File: src/rtl/seg7_pkg.sv
// ---------------------------------------------------------------------------
// seg7_pkg
// Shared constants and helpers for the multiplexed 7-segment counter.
//   DIG_W        : bit width of one BCD digit
//   MMSS_MOD     : default per-digit moduli (MM:SS, digit 0 in the low nibble)
//   SEG7_*       : segment patterns {g,f,e,d,c,b,a}, active-high
//   seg7_decode  : 4-bit digit code -> 7-bit segment pattern
// ---------------------------------------------------------------------------
package seg7_pkg;

    localparam int DIG_W = 4;

    localparam logic [15:0] MMSS_MOD = {4'd6, 4'd10, 4'd6, 4'd10};

    localparam logic [6:0] SEG7_0     = 7'h3F;
    localparam logic [6:0] SEG7_1     = 7'h06;
    localparam logic [6:0] SEG7_2     = 7'h5B;
    localparam logic [6:0] SEG7_3     = 7'h4F;
    localparam logic [6:0] SEG7_4     = 7'h66;
    localparam logic [6:0] SEG7_5     = 7'h6D;
    localparam logic [6:0] SEG7_6     = 7'h7D;
    localparam logic [6:0] SEG7_7     = 7'h07;
    localparam logic [6:0] SEG7_8     = 7'h7F;
    localparam logic [6:0] SEG7_9     = 7'h6F;
    localparam logic [6:0] SEG7_BLANK = 7'h00;

    // Codes above 9 cannot occur because every digit modulus is at most 10;
    // they map to blank so a corrupted digit shows nothing rather than junk.
    function automatic logic [6:0] seg7_decode(input logic [DIG_W-1:0] code);
        logic [6:0] pat;
        case (code)
            4'd0:    pat = SEG7_0;
            4'd1:    pat = SEG7_1;
            4'd2:    pat = SEG7_2;
            4'd3:    pat = SEG7_3;
            4'd4:    pat = SEG7_4;
            4'd5:    pat = SEG7_5;
            4'd6:    pat = SEG7_6;
            4'd7:    pat = SEG7_7;
            4'd8:    pat = SEG7_8;
            4'd9:    pat = SEG7_9;
            default: pat = SEG7_BLANK;
        endcase
        return pat;
    endfunction

endpackage

File: src/rtl/mod_digit.sv
// ---------------------------------------------------------------------------
// mod_digit
// One modulo-MOD up/down digit of a ripple-carry digit chain.
//   clk, rst    : clock, asynchronous active-high reset (value -> 0)
//   clr         : synchronous clear (value -> 0), dominates stepping
//   en          : digit chain enable (counter running)
//   down        : 0 = count up, 1 = count down
//   carry_in    : step request from the previous digit (or the tick)
//   value       : current digit value, 0..MOD-1
//   carry_out   : this step rolls over (up) or borrows (down)
// ---------------------------------------------------------------------------
module mod_digit
    import seg7_pkg::*;
#(
    parameter int MOD = 10
)(
    input  logic             clk,
    input  logic             rst,
    input  logic             clr,
    input  logic             en,
    input  logic             down,
    input  logic             carry_in,
    output logic [DIG_W-1:0] value,
    output logic             carry_out
);

    localparam logic [DIG_W-1:0] TOP = DIG_W'(MOD - 1);

    logic [DIG_W-1:0] r_value;
    logic             w_step;

    assign w_step    = en & carry_in;
    // Combinational so a whole chain of digits updates on the same edge.
    assign carry_out = w_step & (down ? (r_value == '0) : (r_value == TOP));
    assign value     = r_value;

    always_ff @(posedge clk or posedge rst) begin
        if (rst) begin
            r_value <= '0;
        end else if (clr) begin
            r_value <= '0;
        end else if (w_step) begin
            if (down) begin
                r_value <= (r_value == '0) ? TOP : r_value - 1'b1;
            end else begin
                r_value <= (r_value == TOP) ? '0 : r_value + 1'b1;
            end
        end
    end

endmodule

File: src/rtl/mux_7seg_counter.sv
// ---------------------------------------------------------------------------
// mux_7seg_counter
// Mixed-radix up/down event counter with a time-multiplexed 7-segment driver.
//   clk, rst : clock, asynchronous active-high reset
//   start    : begin/resume counting (ignored while stop or clear is high)
//   stop     : pause counting, value held
//   clear    : synchronous zero of all digits and the prescaler
//   down     : count direction, 1 = down
//   bcd      : all digit values, digit 0 in [3:0]
//   running  : counter is running
//   wrap     : one-cycle pulse after a full rollover/borrow
//   seg      : segments {g,f,e,d,c,b,a} of the currently scanned digit
//   dig_en   : one-hot enable of the currently scanned digit
// ---------------------------------------------------------------------------
module mux_7seg_counter
    import seg7_pkg::*;
#(
    parameter int                          NUM_DIGITS = 4,
    parameter logic [DIG_W*NUM_DIGITS-1:0] DIGIT_MOD  = MMSS_MOD,
    parameter int                          CLK_DIV    = 1,
    parameter int                          SCAN_DIV   = 4,
    parameter int                          BLANK_LZ   = 0
)(
    input  logic                          clk,
    input  logic                          rst,
    input  logic                          start,
    input  logic                          stop,
    input  logic                          clear,
    input  logic                          down,
    output logic [DIG_W*NUM_DIGITS-1:0]   bcd,
    output logic                          running,
    output logic                          wrap,
    output logic [6:0]                    seg,
    output logic [NUM_DIGITS-1:0]         dig_en
);

    localparam int PW = (CLK_DIV > 1)    ? $clog2(CLK_DIV)    : 1;
    localparam int SW = (SCAN_DIV > 1)   ? $clog2(SCAN_DIV)   : 1;
    localparam int IW = (NUM_DIGITS > 1) ? $clog2(NUM_DIGITS) : 1;

    localparam logic [PW-1:0] PRESC_TOP = PW'(CLK_DIV - 1);
    localparam logic [SW-1:0] SCAN_TOP  = SW'(SCAN_DIV - 1);
    localparam logic [IW-1:0] IDX_TOP   = IW'(NUM_DIGITS - 1);

    // Illegal parameter sets stop elaboration.
    if (NUM_DIGITS < 1 || NUM_DIGITS > 8) begin : g_bad_num_digits
        $error("mux_7seg_counter: NUM_DIGITS must be in 1..8");
    end
    if (CLK_DIV < 1) begin : g_bad_clk_div
        $error("mux_7seg_counter: CLK_DIV must be >= 1");
    end
    if (SCAN_DIV < 1) begin : g_bad_scan_div
        $error("mux_7seg_counter: SCAN_DIV must be >= 1");
    end

    logic                        r_running;
    logic                        r_wrap;
    logic [PW-1:0]               r_presc;
    logic [SW-1:0]               r_scan_tmr;
    logic [IW-1:0]               r_scan_idx;

    logic                        w_tick;
    logic [NUM_DIGITS:0]         w_carry;
    logic [DIG_W*NUM_DIGITS-1:0] w_bcd;
    logic [NUM_DIGITS-1:0]       w_lz;
    logic [DIG_W-1:0]            w_cur_digit;
    logic                        w_cur_lz;
    logic                        w_blank;

    assign w_tick     = r_running & (r_presc == PRESC_TOP);
    assign w_carry[0] = w_tick;

    // Digit chain: each digit steps when everything below it rolls over.
    for (genvar i = 0; i < NUM_DIGITS; i++) begin : g_digit
        localparam int MOD_I = int'(DIGIT_MOD[DIG_W*i +: DIG_W]);
        if (MOD_I < 2 || MOD_I > 10) begin : g_bad_mod
            $error("mux_7seg_counter: every DIGIT_MOD nibble must be in 2..10");
        end
        mod_digit #(
            .MOD       (MOD_I)
        ) u_digit (
            .clk       (clk),
            .rst       (rst),
            .clr       (clear),
            .en        (r_running),
            .down      (down),
            .carry_in  (w_carry[i]),
            .value     (w_bcd[DIG_W*i +: DIG_W]),
            .carry_out (w_carry[i+1])
        );
    end

    // Control: clear > stop > start. clear leaves the run state alone.
    always_ff @(posedge clk or posedge rst) begin
        if (rst) begin
            r_running <= 1'b0;
            r_wrap    <= 1'b0;
            r_presc   <= '0;
        end else begin
            // A rollover swallowed by clear is not reported.
            r_wrap <= w_carry[NUM_DIGITS] & ~clear;

            if (clear) begin
                r_presc <= '0;
            end else if (start && !stop && !r_running) begin
                // Fresh start: the first tick lands CLK_DIV edges later.
                r_presc <= '0;
            end else if (r_running) begin
                r_presc <= w_tick ? '0 : r_presc + 1'b1;
            end

            if (!clear) begin
                if (stop) begin
                    r_running <= 1'b0;
                end else if (start) begin
                    r_running <= 1'b1;
                end
            end
        end
    end

    // Display scan runs regardless of the count state.
    always_ff @(posedge clk or posedge rst) begin
        if (rst) begin
            r_scan_tmr <= '0;
            r_scan_idx <= '0;
        end else if (r_scan_tmr == SCAN_TOP) begin
            r_scan_tmr <= '0;
            r_scan_idx <= (r_scan_idx == IDX_TOP) ? '0 : r_scan_idx + 1'b1;
        end else begin
            r_scan_tmr <= r_scan_tmr + 1'b1;
        end
    end

    // w_lz[i] is set when digit i and every digit above it are zero.
    always_comb begin
        w_lz = '0;
        w_lz[NUM_DIGITS-1] = (w_bcd[DIG_W*(NUM_DIGITS-1) +: DIG_W] == '0);
        for (int i = NUM_DIGITS - 2; i >= 0; i--) begin
            w_lz[i] = w_lz[i+1] & (w_bcd[DIG_W*i +: DIG_W] == '0);
        end
    end

    always_comb begin
        w_cur_digit = '0;
        w_cur_lz    = 1'b0;
        for (int i = 0; i < NUM_DIGITS; i++) begin
            if (r_scan_idx == IW'(i)) begin
                w_cur_digit = w_bcd[DIG_W*i +: DIG_W];
                w_cur_lz    = w_lz[i];
            end
        end
    end

    // Digit 0 is never blanked so an all-zero value still shows "0".
    assign w_blank = (BLANK_LZ != 0) && (r_scan_idx != '0) && w_cur_lz;

    assign seg     = w_blank ? SEG7_BLANK : seg7_decode(w_cur_digit);
    assign dig_en  = NUM_DIGITS'(1) << r_scan_idx;
    assign bcd     = w_bcd;
    assign running = r_running;
    assign wrap    = r_wrap;

endmodule

File: config.mk
export PLATFORM = sky130hd
export DESIGN_NAME = mux_7seg_counter
export DESIGN_NICKNAME = d
export VERILOG_FILES = /design/src/rtl/seg7_pkg.sv /design/src/rtl/mod_digit.sv /design/src/rtl/mux_7seg_counter.sv
export SDC_FILE = /design/constraint.sdc
export NUM_CORES = 1
export LEC_CHECK = 0
export CAP_MARGIN = 5
export CORE_MARGIN = 2
export CORE_UTILIZATION = 45
export CTS_CLUSTER_SIZE = 12
export DETAILED_ROUTE_END_ITERATION = 8
export PLACE_DENSITY = 0.78
export SETUP_SLACK_MARGIN = 0.05
export SLEW_MARGIN = 30
export SYNTH_ARGS = -nofsm -noshare
export SYNTH_HDL_FRONTEND = slang
export SYNTH_SLANG_ARGS = --single-unit
File: constraint.sdc
create_clock -name clk -period 7.4 [get_ports clk]
set_clock_uncertainty 0.1 [all_clocks]
set_input_delay 1.11 -clock clk [delete_from_list [all_inputs] [get_ports clk]]
set_output_delay 1.11 -clock clk [all_outputs]
set_load 0.05 [all_outputs]
# Word level (Yosys, flattened, before mapping)
# Memories as Yosys holds them, arrays and structs flattened.
# Index checks and enable logic that the tools add are counted.
# totals
n_memories,1
reg_bits,23
mem_bits_ro,112
out_inout_bits,29
elab_cells,94
# memory_table
name,depth,width,read_ports,rd_clocked_by_memory_dff,wr,line_no,text
(name not given),16,7,1,0,0,seg7_pkg.sv:31,case (code)
# op_classes
bitwise,12
n_eq_ne,8
addsub,11
n_reduce_logical,16
n_shift,1
muxes,36
# op_table
operator,count
2-to-1 mux 4 bit,24
adder 4 x 1 -> 4 bit (second input constant),4
logical NOT 4 bit,4
subtractor 4 x 1 -> 4 bit (second input constant),4
AND 1 bit,10
2-to-1 mux 1 bit,10
nonzero test 2 bit,5
equality test 4 x 3 -> 1 bit (second input constant),2
equality test 4 bit (second input constant),2
equality test 2 bit (second input constant),3
adder 2 x 1 -> 2 bit (second input constant),2
2-to-1 mux 2 bit,2
left shift 1 x 2 -> 4 bit (first input constant),1
nonzero test 3 bit,1
equality test 2 x 1 -> 1 bit (second input constant),1
logical AND 1 bit,2
logical NOT 1 bit,2
logical NOT 2 bit,1
inverter 1 bit,2
AND reduction 2 bit,1
adder 1 bit (second input constant),1

# Depth between registers and ports, before layout
# depth
word_depth,11
depth_mapped,11

# Cells and area by module
# From an unflattened synthesis, not the netlist that was laid out.
# hier_totals
cells_unflattened,269
hier_area_um2,2270.9
# modules_own_cells
module,instances,cells_each,seq_area_each_um2,area_per_inst_um2
mod_digit (g_digit[0].u_digit ...),2,50,100.1,414.1
mux_7seg_counter,1,81,175.2,737.0
mod_digit (g_digit[1].u_digit ...),2,44,100.1,352.8

# Least setup slack after synthesis
# Ideal clock, no wire load.
# synth_path
path_kind,flip-flop to output port
startpoint,register r_scan_idx[1]
endpoint,output seg[0]
path_slack_ns,2.820
path_buffers,0
path_stages_with_launch,11
t_required_ns,6.190
t_arrival_ns,3.370
path_cell_list,dfrtp_1 > inv_1 > ha_1 > nor2b_1 > a221oi_1 > nor3_1 > a21oi_1 > inv_1 > ha_1 > mux2_2 > o21ai_0
# synth_via
elab_chain_cells,6
# synth_rtl
element,line_no,text
start: declaration,mux_7seg_counter.sv:60,logic [IW-1:0] r_scan_idx;
start signal: assignment,mux_7seg_counter.sv:129,r_scan_idx <= (r_scan_idx == IDX_TOP) ? '0 : r_scan_idx + 1'b1;
logical NOT 2 bit,mux_7seg_counter.sv:148,if (r_scan_idx == IW'(i)) begin
2-to-1 mux 4 bit (3 in a row),mux_7seg_counter.sv:148,
2-to-1 mux 4 bit (*),mux_7seg_counter.sv:148,
memory (16 x 7 bit) (*),--,
end: declaration,mux_7seg_counter.sv:33,"output logic [6:0] seg,"
# Mark *: on every way between the ends. The rest lies on a longest branch, timed or not.

# Final worst setup path
# layout_path
startpoint,register r_scan_idx[0]
endpoint,output seg[6]
# The elaborated chain is that of the path after synthesis.

==> flow_summary.yaml <==
clock_network:
  cts_resized: 0
  cts_sinks: 23
  clk_latency_ns: 0.27
  clk_path_buf_depth: 2
  postCtsSetupRepairBufs: 0
  cts_buffers: 3
  cts_root_buf: "clkbuf_8"
  htreeDepth: 1
  cts_tree: "yes"
  postCtsHoldBufs: 0
  path_clk_slew_ns: 0.08
worst_setup_path:
  cp_cell_sequence: "inv_1, ha_1, nor2b_1, a221oi_1, nor3_1, a21oi_1, inv_1, ha_1, mux2_2, o21ai_0, clkdlybuf4s50_1"
  cp-end-kind: "output pin"
  cp.depth: 11
  cp-startpoint: "r_scan_idx[0]"
  cp_slowest_cell: "clkdlybuf4s50_1"
  cp-start-kind: "register"
  critical_path_class: "register to output pin"
  required_ns: 6.19
  crit_family: "buffers and inverters"
  reg2reg_depth: 5
  cp_slowest_stage_delay_ns: 0.82
  reg2reg_from: "g_digit[1].u_digit.value[0]"
  cp.buffers_inverters: 3
  path_max_fanout: 5
  cp.arrival_ns: 3.39
  endpoint: "seg[6]"
  worst-r2r-setup-slack_ns: 4.94
  worstReg2RegEnd: "g_digit[3].u_digit.value[1]"
routing:
  viasPerCell: 5.61
  avgRoutedWirePerCell_um: 13.2
  drc: 0
  first_pass_iters: 5
  num_vias: 1706
  drt-initial-drc-count: 71
  wl_um: 4030
  ant_nets: 0
sta:
  period_share: 0.622
  maxSlewHeadroom: 0.405
  rsz0062_at_grt: "no"
  finalMaxSlewViolations: 0
  tightest_slew_ns: 0.892
  max_freq_mhz: 217
  finalSetupTns_ns: 0
  final-hold-violation-count: 0
  setup_viol: 0
  period_needed_ns: 4.60
floorplan:
  start_util: 0.473
  core_um2: 4060
  die_area_um2: 4800
  die_h_um: 69.3
  design.portCount: 35
  rows: 23
  die_w_um: 69.3
logic_synthesis:
  synth_edf_count: 0
  ys_seq_area_frac: 0.300
  yosysMostFrequentCell: "nor2_1"
  yosys.area.top_type: "dfrtp_1"
  synth_top_cells_by_count: "nor2_1 (28), dfrtp_1 (23), a21oi_1 (20), nand2_1 (20), o21ai_0 (16)"
  synth-simple-area-share: 0.236
  yosys_warnings: 0
  synth_cell_types: 45
  synth_compound_area_frac: 0.205
  muxShareOfSynthArea: 0.0385
  synth.top_cell.area_share: 0.300
  synthTopCellsByArea: "dfrtp_1 (30%), ha_1 (9.8%), nor2_1 (5.5%), a21oi_1 (5.2%), o21ai_0 (4.2%)"
  ys_seq_elements: 23
  synth_xor_area_frac: 0.0365
  avgSynthCellArea_um2: 8.27
  syn-cell-area_um2: 1920
  synth_nets: 253
  synthAdderAreaFrac: 0.0978
  synth_top_family_by_area: "simple AND/OR/NAND/NOR gates"
  async_flop_share: 1.00
  syn_inst: 232
  synth_ff_type: "dfrtp_1"
finish:
  nets: 276
  area_delta_synth_final_pct: 17.5
  n_antenna_cell: 0
  layout-drive-gt1-share: 0.0512
min_path:
  min_from: "r_scan_tmr[0]"
  min-delay-path-class: "register to register"
global_route:
  grt_first_pass_wirelength_um: 7040
  grt_max_degree: 29
  antenna_found_initial: 0
  grt_pass1_vias: 1522
  overflow: 0
  grt_usage: 0.174
pwr:
  powerDensity_nw_per_um2: 165
  vdd_drop_max_v: 0.000135
  p_leak_nw: 0.967
  total_power_uw: 372
run:
  drv_cap: 0
placement:
  globalplace.congestion: 0.851
  dp_hpwl_um: 2930
  port_buffers: 34
outcome:
  status: "completed"
-- routing by layer --
| metal | GRT usage | up-vias | wire length, um |
|---|---|---|---|
| met5 | 0 | - | 0 |
| met4 | 0.0501 | 0 | 60 |
| met3 | 0.0363 | 8 | 230 |
| met2 | 0.290 | 51 | 1800 |
| met1 | 0.229 | 800 | 1930 |
| li1 | - | 847 | - |
-- how the worst min path moves through the flow --
stage               slack, ns  cells after the start             to
floorplan                0.30                      1  r_scan_tmr[0]
global placement         0.31                      1  r_scan_tmr[0]
detailed placement       0.32                      1  r_scan_tmr[0]
CTS                      0.33                      1  r_scan_tmr[0]
global route             0.36                      1  r_scan_tmr[0]
finish                   0.33                      1  r_scan_tmr[0]
-- metrics by stage --
step | cell area, um^2 | hold WS [ns] | setup WS, ns | util | std cells
after detailed placement | 2210 | 0.322 | 3.07 | 0.545 | 300
after global routing | 2250 | 0.358 | 2.41 | 0.556 | 304
final | 2250 | 0.332 | 2.80 | 0.556 | 304
after global placement | 2210 | 0.314 | 3.10 | 0.545 | 300
after CTS | 2250 | 0.333 | 2.77 | 0.556 | 304
after floorplan | 1920 | 0.303 | 2.82 | - | 232
-- layout by cell type (no fill, tap or decap), drive strengths merged, types with 7 or more instances in the layout --
cell,synthesis,routed
nand2,20,20
clkdlybuf4s50,0,34
nor3,7,7
a21oi,21,21
ha,15,15
nor2,28,28
o21ai,16,16
dfrtp,23,23
inv,14,14
-- power breakdown --
part / leakage (nW) / total (mW) / switching (mW) / internal [mW]
sequential: 0.312 / 0.145 / 0.0139 / 0.131
clock: 0.0228 / 0.0817 / 0.0432 / 0.0386
combinational: 0.631 / 0.146 / 0.0915 / 0.0545
total: 0.967 / 0.372 / 0.149 / 0.224
-- registers in the layout, indices dropped and copies added, names as in the netlist --
name and flops:
g_digit.u_digit.value 16, r_presc 1, r_scan_idx 2, r_scan_tmr 2, running 1, wrap 1
-- layout make-up --
cell class	instances	area, um^2
fillers	368	1800
multi-input cells	179	1180
flip-flops and latches	23	576
repair buffers	34	340
well taps	50	62.6
inverters	14	52.6
clock buffers	4	45.0
-- cells by family after synthesis --
| family | after synthesis |
|---|---|
| AND/OR/NAND/NOR | 88 |
| adder cells (fa/ha/maj) | 15 |
| multiplexers | 7 |
| AO/OA/AOI/OAI | 61 |
| flip-flops | 23 |
| buffers and inverters | 30 |
| XOR/XNOR | 8 |
No activity file was read; power rests on OpenSTA's default activity.
